--- src/rtl/uart_rx_ext.sv ---
// UART receiver with configurable parity/stop bits that packs NUM_WORDS
// received words into one beat and queues beats in a valid/ready FIFO.
module uart_rx_ext #(
  parameter int CLOCKS_PER_PULSE = 4,
  parameter int BITS_PER_WORD    = 8,
  parameter int W_OUT            = 16,
  parameter int PARITY           = 0,
  parameter int STOP_BITS        = 1,
  parameter int FIFO_DEPTH       = 4
) (
  input  logic             clk,
  input  logic             rstn,
  input  logic             rx,
  output logic             m_valid,
  input  logic             m_ready,
  output logic [W_OUT-1:0] m_data,
  output logic             m_perr,
  output logic             m_ferr,
  output logic             overflow
);

  localparam int NUM_WORDS = W_OUT / BITS_PER_WORD;
  localparam int TW  = $clog2(CLOCKS_PER_PULSE);
  localparam int BW  = $clog2(BITS_PER_WORD) + 1;
  localparam int WCW = (NUM_WORDS > 1) ? $clog2(NUM_WORDS) : 1;
  localparam int AW  = $clog2(FIFO_DEPTH);
  localparam int EW  = W_OUT + 2;
  localparam int PAR_ODD  = 32'sd1;
  localparam int PAR_EVEN = 32'sd2;

  localparam logic [TW-1:0]  HALF_M1   = TW'(CLOCKS_PER_PULSE / 2 - 1);
  localparam logic [TW-1:0]  FULL_M1   = TW'(CLOCKS_PER_PULSE - 1);
  localparam logic [BW-1:0]  LAST_DATA = BW'(BITS_PER_WORD - 1);
  localparam logic [BW-1:0]  LAST_STOP = BW'(STOP_BITS - 1);
  localparam logic [WCW-1:0] LAST_WORD = WCW'(NUM_WORDS - 1);
  localparam logic [AW:0]    FULL_CNT  = (AW+1)'(FIFO_DEPTH);

  typedef enum logic [2:0] {
    ST_IDLE   = 3'd0,
    ST_START  = 3'd1,
    ST_DATA   = 3'd2,
    ST_PARITY = 3'd3,
    ST_STOP   = 3'd4
  } state_t;

  function automatic logic parity_error(input logic [BITS_PER_WORD-1:0] data, input logic par_bit);
    logic sum;
    sum = (^data) ^ par_bit;
    if (PARITY == PAR_ODD) begin
      return ~sum;
    end else if (PARITY == PAR_EVEN) begin
      return sum;
    end else begin
      return 1'b0;
    end
  endfunction

  state_t                   state_r, state_next_s;
  logic [1:0]               sync_r;
  logic                     rxs;
  logic [TW-1:0]            tick_r;
  logic [BW-1:0]            bit_cnt_r;
  logic [BITS_PER_WORD-1:0] shift_r;
  logic                     word_perr_r, word_ferr_r, word_ferr_s;
  logic                     sample_s, word_done_s, last_word_s, push_s;
  logic [WCW-1:0]           word_cnt_r;
  logic [W_OUT-1:0]         beat_data_r, beat_next_s;
  logic                     beat_perr_r, beat_ferr_r, beat_perr_s, beat_ferr_s;
  logic [EW-1:0]            mem_r [FIFO_DEPTH];
  logic [AW-1:0]            wr_ptr_r, rd_ptr_r;
  logic [AW:0]              count_r;
  logic                     full_s, pop_s, wr_en_s;
  logic                     overflow_r;

  assign rxs      = sync_r[1];
  assign sample_s = (state_r != ST_IDLE) && (tick_r == {TW{1'b0}});

  // Two-flop synchroniser for the asynchronous rx pin; idles high.
  always_ff @(posedge clk or negedge rstn) begin
    if (!rstn) begin
      sync_r <= 2'b11;
    end else begin
      sync_r <= {sync_r[0], rx};
    end
  end

  // FSM state register.
  always_ff @(posedge clk or negedge rstn) begin
    if (!rstn) begin
      state_r <= ST_IDLE;
    end else begin
      state_r <= state_next_s;
    end
  end

  // Next-state logic; word_done_s marks the final stop-bit sample.
  always_comb begin
    state_next_s = state_r;
    word_done_s  = 1'b0;
    case (state_r)
      ST_IDLE: begin
        if (!rxs) state_next_s = ST_START;
        else      state_next_s = ST_IDLE;
      end
      ST_START: begin
        if (sample_s) begin
          if (rxs) state_next_s = ST_IDLE;
          else     state_next_s = ST_DATA;
        end else begin
          state_next_s = ST_START;
        end
      end
      ST_DATA: begin
        if (sample_s && (bit_cnt_r == LAST_DATA)) begin
          if (PARITY != 32'sd0) state_next_s = ST_PARITY;
          else                  state_next_s = ST_STOP;
        end else begin
          state_next_s = ST_DATA;
        end
      end
      ST_PARITY: begin
        if (sample_s) state_next_s = ST_STOP;
        else          state_next_s = ST_PARITY;
      end
      ST_STOP: begin
        if (sample_s && (bit_cnt_r == LAST_STOP)) begin
          state_next_s = ST_IDLE;
          word_done_s  = 1'b1;
        end else begin
          state_next_s = ST_STOP;
        end
      end
      default: state_next_s = ST_IDLE;
    endcase
  end

  // Bit timing, deserialiser and per-word error capture.
  always_ff @(posedge clk or negedge rstn) begin
    if (!rstn) begin
      tick_r      <= HALF_M1;
      bit_cnt_r   <= {BW{1'b0}};
      shift_r     <= {BITS_PER_WORD{1'b0}};
      word_perr_r <= 1'b0;
      word_ferr_r <= 1'b0;
    end else begin
      // Idle keeps the half-bit preload so the start bit is sampled mid-bit.
      if (state_r == ST_IDLE)             tick_r <= HALF_M1;
      else if (tick_r == {TW{1'b0}})      tick_r <= FULL_M1;
      else                                tick_r <= tick_r - TW'(1);

      if (state_next_s != state_r)        bit_cnt_r <= {BW{1'b0}};
      else if (sample_s)                  bit_cnt_r <= bit_cnt_r + BW'(1);
      else                                bit_cnt_r <= bit_cnt_r;

      if ((state_r == ST_DATA) && sample_s) shift_r <= {rxs, shift_r[BITS_PER_WORD-1:1]};
      else                                  shift_r <= shift_r;

      if (state_r == ST_START)                       word_perr_r <= 1'b0;
      else if ((state_r == ST_PARITY) && sample_s)   word_perr_r <= parity_error(shift_r, rxs);
      else                                           word_perr_r <= word_perr_r;

      if (state_r == ST_START)                       word_ferr_r <= 1'b0;
      else if ((state_r == ST_STOP) && sample_s && !rxs) word_ferr_r <= 1'b1;
      else                                           word_ferr_r <= word_ferr_r;
    end
  end

  // Beat assembly: insert the finishing word and merge its flags.
  always_comb begin
    beat_next_s = beat_data_r;
    beat_next_s[int'(word_cnt_r)*BITS_PER_WORD +: BITS_PER_WORD] = shift_r;
    word_ferr_s = word_ferr_r | ~rxs;
    beat_perr_s = beat_perr_r | word_perr_r;
    beat_ferr_s = beat_ferr_r | word_ferr_s;
    last_word_s = (word_cnt_r == LAST_WORD);
    push_s      = word_done_s && last_word_s;
  end

  // Beat register, word counter and accumulated flags.
  always_ff @(posedge clk or negedge rstn) begin
    if (!rstn) begin
      beat_data_r <= {W_OUT{1'b0}};
      word_cnt_r  <= {WCW{1'b0}};
      beat_perr_r <= 1'b0;
      beat_ferr_r <= 1'b0;
    end else if (word_done_s) begin
      beat_data_r <= beat_next_s;
      if (last_word_s) begin
        word_cnt_r  <= {WCW{1'b0}};
        beat_perr_r <= 1'b0;
        beat_ferr_r <= 1'b0;
      end else begin
        word_cnt_r  <= word_cnt_r + WCW'(1);
        beat_perr_r <= beat_perr_s;
        beat_ferr_r <= beat_ferr_s;
      end
    end else begin
      beat_data_r <= beat_data_r;
      word_cnt_r  <= word_cnt_r;
      beat_perr_r <= beat_perr_r;
      beat_ferr_r <= beat_ferr_r;
    end
  end

  assign full_s  = (count_r == FULL_CNT);
  assign pop_s   = m_valid && m_ready;
  // A pop in the same cycle frees the slot, so a full FIFO still accepts.
  assign wr_en_s = push_s && (!full_s || pop_s);

  // Output FIFO storage, pointers, occupancy and sticky overflow.
  always_ff @(posedge clk or negedge rstn) begin
    if (!rstn) begin
      for (int i = 0; i < FIFO_DEPTH; i++) mem_r[i] <= {EW{1'b0}};
      wr_ptr_r   <= {AW{1'b0}};
      rd_ptr_r   <= {AW{1'b0}};
      count_r    <= {(AW+1){1'b0}};
      overflow_r <= 1'b0;
    end else begin
      if (wr_en_s) begin
        mem_r[wr_ptr_r] <= {beat_next_s, beat_perr_s, beat_ferr_s};
        wr_ptr_r        <= wr_ptr_r + AW'(1);
      end else begin
        wr_ptr_r <= wr_ptr_r;
      end

      if (pop_s) rd_ptr_r <= rd_ptr_r + AW'(1);
      else       rd_ptr_r <= rd_ptr_r;

      if (wr_en_s && !pop_s)      count_r <= count_r + (AW+1)'(1);
      else if (!wr_en_s && pop_s) count_r <= count_r - (AW+1)'(1);
      else                        count_r <= count_r;

      if (push_s && full_s && !pop_s) overflow_r <= 1'b1;
      else                            overflow_r <= overflow_r;
    end
  end

  assign m_valid  = (count_r != {(AW+1){1'b0}});
  assign m_data   = mem_r[rd_ptr_r][EW-1:2];
  assign m_perr   = mem_r[rd_ptr_r][1];
  assign m_ferr   = mem_r[rd_ptr_r][0];
  assign overflow = overflow_r;

endmodule
--- config.mk ---
export PLATFORM = sky130hd
export DESIGN_NAME = uart_rx_ext
export DESIGN_NICKNAME = d
export VERILOG_FILES = /design/src/rtl/uart_rx_ext.sv
export SDC_FILE = /design/constraint.sdc
export NUM_CORES = 1
export LEC_CHECK = 0
export BUFFER_PORTS_ARGS = -buffer_cell sky130_fd_sc_hd__buf_2
export CORE_MARGIN = 3
export CORE_UTILIZATION = 30
export CTS_CLUSTER_SIZE = 24
export DETAILED_ROUTE_END_ITERATION = 8
export GPL_ROUTABILITY_DRIVEN = 0
export SYNTH_ARGS = -nofsm -noshare
export SYNTH_HDL_FRONTEND = slang
export SYNTH_SLANG_ARGS = --single-unit
--- constraint.sdc ---
create_clock -name clk -period 2.4 [get_ports clk]
set_input_delay 0.36 -clock clk [delete_from_list [all_inputs] [get_ports clk]]
set_output_delay 0.36 -clock clk [all_outputs]
set_load 0.01 [all_outputs]
After elaboration in Yosys (flattened, before gate mapping)
Index checks and enable logic that the tools add are counted.
- register bits after elaboration: 120
- logic and storage cells: 103
- add/subtract/negate cells: 8
- order comparisons: 3
- eq/ne operators: 7
- shift operators: 2
- mux-type cells: 29
- bitwise operators: 6
- reduce and logical (&&, ||, !) cells: 29
- operators with widths (kind ; count):
    bitwise mux 72 bit ; 1
    two-way mux 18 bit ; 3
    binary-select mux 18 bit (select 2 bit) ; 1
    demux 18 bit (select 2 bit) ; 1
    negator 4 -> 33 bit ; 1
    variable shift 8 x 33 -> 16 bit (first input constant) ; 1
    indexed part select 8 x 33 -> 16 bit ; 1
    two-way mux 3 bit ; 6
    bitwise mux 16 bit ; 1
    logical AND 1 bit ; 15
    one-hot mux 3 bit (5 select lines) ; 1
    two-way mux 1 bit ; 10
    two-way mux 4 bit ; 2
    nonzero test 2 bit ; 4
    equality test 3 x 2 -> 1 bit (second input constant) ; 2
    equality test 3 bit (second input constant) ; 2
    >= comparator 3 bit (second input constant) ; 2
    two-way mux 2 bit ; 3
    inverter 2 -> 3 bit ; 2
    nonzero test 3 bit ; 2
    adder 2 x 1 -> 2 bit (second input constant) ; 2
    adder 4 x 1 -> 4 bit (second input constant) ; 1
    equality test 4 x 3 -> 1 bit (second input constant) ; 1
    logical NOT 1 bit ; 4
    other kinds (13) ; 15

Depth between registers and ports, before layout
Gate-level depths: netlist of run 1.
- depth in word-level cells: 11
- depth in mapped cells: 11

Least setup slack after synthesis of run 1
Ideal clock, no wire load.
- path type: reg2reg
- from: reg tick_r[0]
- to: reg count_r[1]
- library setup time: 0.125 ns
- arrival: 2.168 ns
- setup slack: 0.107 ns
- stages on the path, launching flop included: 10
- buffers on the path: 1
- clock period less this slack: 2.293 ns
- cells stage by stage: dfstp_2 -> inv_1 -> ha_1 -> and4bb_2 -> and4bb_1 -> buf_6 -> ha_1 -> inv_1 -> fa_1 -> mux2_2
- cells in the longest elaborated chain, start to end: 10
- elaborated cells on any way between the ends: 12
- ends and longest elaborated chain (what ; RTL line ; source):
    from (decl) ; 61 ; logic [TW-1:0] tick_r;
    from (signal assigned) ; 149 ; else tick_r <= tick_r - TW'(1);
    logical NOT 2 bit * ; 76 ; assign sample_s = (state_r != ST_IDLE) && (tick_r == {TW{1'b0}});
    logical AND 1 bit * ; 76 ;
    logical AND 1 bit * ; 126 ; if (sample_s && (bit_cnt_r == LAST_STOP)) begin
    two-way mux 1 bit * ; 126 ;
    two-way mux 1 bit * ; 100 ; case (state_r)
    logical AND 1 bit * ; 176 ; push_s = word_done_s && last_word_s;
    logical AND 1 bit * ; 208 ; assign wr_en_s = push_s && (!full_s || pop_s);
    named net wr_en_s ; 72 ; logic full_s, pop_s, wr_en_s;
    logical NOT 1 bit ; 230 ; else if (!wr_en_s && pop_s) count_r <= count_r - (AW+1)'(1);
    logical AND 1 bit ; 230 ;
    nonzero test 2 bit (no source line) ; n/a ;
    to (signal assigned) ; 229 ; if (wr_en_s && !pop_s) count_r <= count_r + (AW+1)'(1);
    to (signal assigned) ; 230 ;
    to (signal assigned) ; 231 ; else count_r <= count_r;
    to (decl) ; 71 ; logic [AW:0] count_r;
Mark *: on every way through the listed nets, which the timed path passes. The rest lies on a longest branch.
A chain may end at the register's enable or synchronous reset.

Worst setup path after layout of run 1
- from: reg tick_r[0]
- to: reg count_r[1]
- cells in the longest elaborated chain, start to end: 10
- elaborated cells on any way between the ends: 12
- ends and longest elaborated chain (what ; RTL line):
    logical NOT 2 bit * ; 76
    logical AND 1 bit * ; 76
    logical AND 1 bit * ; 126
    two-way mux 1 bit * ; 126
    two-way mux 1 bit * ; 100
    logical AND 1 bit * ; 176
    logical AND 1 bit * ; 208
    logical NOT 1 bit ; 230
    logical AND 1 bit ; 230
    nonzero test 2 bit (no source line) ; n/a
Mark *: on every way between the ends. The rest lies on a longest branch, timed or not.

==> impl_metrics.csv, run 1 <==
group,metric,value,unit
final_layout,drive_gt1_frac,0.520,
synth,synth_edf_count,0,
final_layout,final_nets,400,
floorplan,dieHeight,141,µm
synth,syn_avg_cell_area,15.6,µm²
critical_path,slowest_delay,0.51,ns
clock_network,cts_tree,"built",
critical_path,rrSetupSlack,0.09,ns
pwr,ir_drop,0.561,mV
final_layout,stdcell_count,625,
synth,synth_compound_area_frac,0.0197,
critical_path,critPathLaunchType,"register",
floorplan,io_pins,24,
pwr,power_density,936,nW/µm²
critical_path,cp_top_family,"adder cells",
synth,ys_seq_area_frac,0.522,
critical_path,cp.buffers_inverters,2,
synth,synth-xor-area-share,0.0160,
synth,synth_top_area_frac,0.508,
synth,ys_top_cells_by_area,"dfrtp_1, mux2_2, mux2_4",
critical_path,cp.required,2.69,ns
synth,yosys.area_share.adder,0.0219,
critical_path,worstPathCellList,"inv_1, ha_1, and4bb_2, and4bb_2, ha_4, inv_1, fa_1, mux2_2",
critical_path,reg2reg_to,"count_r[1]",
critical_path,cp_slowest_cell,"dfstp_2",
synth,synth_top_family_by_area,"multiplexers",
critical_path,reg2reg_from,"tick_r[0]",
clock_network,clkLatencyLatePin,0.41,ns
floorplan,coreArea,17600,µm²
synth,synthMuxAreaShare,0.324,
drt,routed_wl,10300,µm
clock_network,clk_path_buf_depth,2,
timing,finalSetupViolations,0,
timing,clock_skew,0.0135,ns
critical_path,critPathArrivalTime,2.60,ns
critical_path,rr_worst_depth,8,
critical_path,cp_max_fo,4,
timing,min_period,2.31,ns
synth,syn_inst,351,
floorplan,die_x,141,µm
clock_network,numCtsBuffers,17,
timing,slew_violations,0,
timing,worst_slew_pin_slew,0.939,ns
drt,drtIter0Drc,139,
clock_network,htree_levels,4,
timing,post-route-period-util,0.965,
pwr,power_leakage,3.04,nW
drt,drtAntennaViolNets,0,
synth,synth_area_leader_cell,"dfrtp_1",
drt,dr.pass1.iters,4,
place,dp.final_hpwl,6500,µm
critical_path,path_depth,8,
timing,hold_viol,0,
synth,yosysMostFrequentCell,"dfrtp_1",
clock_network,clock-sinks,114,
synth,synth.lib_cells_used.distinct,43,
drt,avgRoutedWirePerCell,16.5,µm
synth,async_reset_ff_frac,1.00,
drt,remaining_drc_errors,0,
min_path,hold_class,"primary input to register",
run_status,outcome,"complete, no violations",
synth,synthSimpleGateAreaFrac,0.0455,
synth,yosysWarnings,0,
final_layout,antenna_cells,0,
critical_path,criticalPathCategory,"register to register",
critical_path,end_kind,"register",
global_routing,grt_pass1_wl,17400,µm
timing,maxSlewHeadroom,0.374,
synth,synth_top_flop_cell,"dfrtp_1",
floorplan,row_count,48,
run,maxCapViolations,0,
critical_path,startpoint,"tick_r[0]",
synth,syn_nets,364,
critical_path,crit_path_end,"count_r[1]",
place,dp_cells,588,
final_layout,fin_util,0.365,
synth,synth_seq_cells,114,
global_routing,grt_pass1_vias,3184,
global_routing,gr-usage-all-layers,0.111,
synth,ys_top_cells_by_count,"dfrtp_1, mux2_2, mux2_4, mux4_2, inv_1",
floorplan,start_util,0.311,
global_routing,grt_overflow_total,0,
global_routing,antenna_found_initial,0,
global_routing,grt_max_degree,47,
final_layout,syn_to_final_growth,17.3,%
clock_network,clk_pin_slew,0.05,ns
drt,vias,2958,
clock_network,clockRootBuffer,"clkbuf_16",
place,portBuffers,22,
floorplan,dieArea,19900,µm²
timing,max_freq,432,MHz
synth,synth_area,5470,µm²
drt,routed_via_density,4.73,
-- registers in the layout (all words and copies together) (netlist names) --
signal,count
last_word_s,1
state_r,3
sync_r,2
overflow,1
bit_cnt_r,4
tick_r,2
beat_data_r,16
rd_ptr_r,2
shift_r,8
wr_ptr_r,2
word_ferr_r,1
beat_ferr_r,1
count_r,3
mem_r,68
-- cells by family after synthesis --
family	count (synthesis)
mux	127
flops	114
simple gates	41
buf+inv	33
compound gates	16
xor+xnor	10
fa+ha+maj	9
other cells	1
-- placed cells by master (no fill, tap or decap), types with 4 or more instances in the layout --
master,instances
mux2_4,40
nor2_1,9
mux4_2,17
nand2_1,5
and2_4,4
ha_1,7
clkbuf_16,17
inv_1,9
dfrtp_1,111
buf_4,15
nor3_1,5
o21ai_0,5
clkinv_2,4
xnor2_1,7
mux2_2,69
buf_2,21
-- worst register-to-register path, stage by stage (launching register included) --
cell      delay, ns
dfstp_2        0.51
inv_1          0.04
ha_1           0.19
and4bb_2       0.26
and4bb_2       0.27
ha_4           0.18
inv_1          0.07
fa_1           0.41
mux2_2         0.27
-- timing repair --
item	in CTS	in global routing
endpoints found under the setup margin	0	2
hold buffers	1	0
hold endpoints to repair	40	0
setup buffers	0	4
resized for setup	0	4
-- routing by layer --
layer  global-route usage  part of all wire  vias to the layer above
li1                     -                 -                     1350
met1                0.149              0.48                     1549
met2                0.173              0.48                       50
met3               0.0390             0.035                        9
met4               0.0306            0.0070                        0
met5                    0                 0                        -
-- stage by stage --
stage | TNS (ns) | area, µm² | total power, W | hold slack [ns] | worst slack [ns]
floorplan | 0 | 5470 | 0.00306 | 0.0644 | 0.107
global placement | 0 | 5760 | 0.00340 | 0.352 | 0.161
detailed placement | 0 | 5760 | 0.00344 | 0.350 | 0.102
CTS | 0 | 6380 | 0.00604 | 0.0313 | 0.0413
global route | -0.0104 | 6420 | 0.00631 | 0.0256 | -0.0104
finish | 0 | 6420 | 0.00601 | 0.0509 | 0.0850
-- how the worst min path moves through the flow --
| stage | from | slack, ns | endpoint | cells after the start |
|---|---|---|---|---|
| after floorplan | rstn | 0.06 | beat_data_r[0] | 0 |
| after global placement | sync_r[0] | 0.35 | sync_r[1] | 0 |
| after detailed placement | sync_r[0] | 0.35 | sync_r[1] | 0 |
| after CTS | rx | 0.03 | sync_r[0] | 1 |
| after global routing | rx | 0.03 | sync_r[0] | 1 |
| final | rx | 0.05 | sync_r[0] | 1 |
-- cell type report --
class / count / area, µm²
fillers: 1642 / 11200
inverters: 10 / 37.5
clock inverters: 10 / 133
clock buffers: 22 / 474
repair buffers: 40 / 288
well taps: 225 / 282
multi-input cells: 204 / 2350
flip-flops and latches: 114 / 2860
-- power breakdown --
part	internal (W)	switching, W
Combinational	0.000582	0.000622
Sequential	0.00209	0.000155
Clock	0.00171	0.000861
Total	0.00437	0.00164
(Power assumes the default switching activity.)
==> run 2: changes to the inputs <==
PLACE_DENSITY = 0.5   (was not set)
==> impl_metrics.csv, run 2 (synthesis results as in run 1) <==
group,metric,value,unit
floorplan,start_util,0.311,
drt,routed_via_density,4.78,
critical_path,rrSetupSlack,0.11,ns
clock_network,htree_levels,4,
clock_network,clkLatencyLatePin,0.41,ns
final_layout,stdcell_count,623,
pwr,switchingPower,0.00160,W
pwr,seqPwrFrac,0.378,
global_routing,grt_max_degree,48,
pwr,p_int,0.00426,W
place,dp.final_hpwl,6480,µm
drt,drtAntennaViolNets,0,
timing,post-route-period-util,0.953,
min_path,hold_class,"primary input to register",
critical_path,cp.buffers_inverters,2,
floorplan,row_count,48,
critical_path,cp.required,2.69,ns
clock_network,clock-sinks,114,
floorplan,dieHeight,141,µm
clock_network,cts_tree,"built",
place,portBuffers,22,
run_status,outcome,"complete, no violations",
timing,min_period,2.29,ns
critical_path,cp_top_family,"adder cells",
timing,whs,0.0496,ns
final_layout,final_common_cell,"dfrtp_1",
drt,dr.pass1.iters,4,
final_layout,final_nets,399,
timing,rsz0062_at_grt,"no",
critical_path,worstPathCellList,"inv_1, ha_1, and4bb_2, and4bb_1, ha_2, inv_1, fa_2, mux2_2",
critical_path,criticalPathCategory,"register to register",
run,maxCapViolations,0,
clock_network,clk_pin_slew,0.05,ns
pwr,power_density,920,nW/µm²
place,dp_cells,587,
global_routing,grt_pass1_vias,3209,
final_layout,largest_reg_flops,68,
min_path,hp-start,"rx",
pwr,p_sw_frac,0.273,
pwr,combPwrFrac,0.204,
drt,routed_wl,10500,µm
pwr,power_leakage,3.03,nW
timing,clock_skew,0.00812,ns
pwr,power,0.00586,W
floorplan,die_x,141,µm
final_layout,reg_top3,"mem_r x68, beat_data_r x16, shift_r x8",
critical_path,cp_common_cell,"inv_1",
critical_path,critPathLaunchType,"register",
critical_path,end_kind,"register",
critical_path,cp_slowest_cell,"dfstp_2",
drt,drtIter0Drc,157,
global_routing,antenna_found_initial,0,
drt,avgRoutedWirePerCell,16.9,µm
drt,remaining_drc_errors,0,
timing,finalSetupViolations,0,
global_routing,grt_pass1_wl,17600,µm
critical_path,startpoint,"tick_r[0]",
clock_network,clockRootBuffer,"clkbuf_16",
critical_path,cp_max_fo,4,
pwr,clkPwrFrac,0.418,
timing,worst_slew_pin_slew,0.506,ns
global_routing,gr-usage-all-layers,0.115,
floorplan,dieArea,19900,µm²
clock_network,numCtsBuffers,17,
final_layout,drive_gt1_frac,0.510,
timing,hold_viol,0,
timing,tns,0,ns
clock_network,clk_path_buf_depth,2,
critical_path,slowest_delay,0.51,ns
critical_path,critPathArrivalTime,2.58,ns
pwr,ir_drop,0.614,mV
timing,slew_violations,0,
final_layout,layout_common_cells,"dfrtp_1, mux2_2, mux2_4, buf_2",
critical_path,reg2reg_from,"tick_r[0]",
final_layout,multi_input_area,2340,µm²
final_layout,seqCellArea,2860,µm²
final_layout,num-fill-cells,1692,
timing,max_freq,437,MHz
floorplan,coreArea,17600,µm²
timing,maxSlewHeadroom,0.660,
floorplan,io_pins,24,
final_layout,antenna_cells,0,
drt,vias,2977,
final_layout,syn_to_final_growth,16.5,%
global_routing,grt_overflow_total,0,
final_layout,largest-register,"mem_r",
-- run 2: area by class of cell --
type	instances	share of cell area
Clock buffer	26	0.0783
Clock inverter	5	0.0118
Inverter	10	0.00589
Multi-Input combinational cell	204	0.368
Sequential cell	114	0.448
Tap cell	225	0.0442
Timing Repair Buffer	39	0.0440
-- run 2: path summary, 6_finish.rpt --
path | to | cells after the start
setup / recovery | count_r[1] | 8
min in group asynchronous | mem_r[68] | 2
setup reg to reg | count_r[1] | 8
hold / removal | sync_r[0] | 1
max in group asynchronous | mem_r[20] | 3
hold reg to reg | sync_r[1] | 0
-- run 2: timing repair --
item / 4_1_cts / 5_1_grt
hold buffers: 1 / 0
setup buffers: 0 / 4
gates resized for setup: 0 / 3
endpoints found under the setup margin: 0 / 1
hold endpoints to repair: 31 / 0
-- run 2: per-layer routing --
layer,wire length (µm),track usage
met3,312,0.0319
met5,0,0
met1,5120,0.155
met4,172,0.0505
met2,4900,0.173
-- run 2: power groups by stage --
stage          sequential (W)  combinational (W)  clock (W)
4_1_cts               0.00222            0.00119    0.00252
3_5_place_dp          0.00225            0.00118          0
2_1_floorplan         0.00220           0.000858          0
6_report              0.00222            0.00119    0.00245
3_3_place_gp          0.00224            0.00116          0
5_1_grt               0.00224            0.00134    0.00260
-- run 2: through the flow --
step	instance area, µm²	setup WS, ns	util
after floorplan	5470	0.107	-
after global placement	5750	0.160	0.327
after detailed placement	5750	0.118	0.327
after CTS	6340	0.0672	0.360
after global routing	6370	0.0394	0.362
final	6370	0.112	0.362
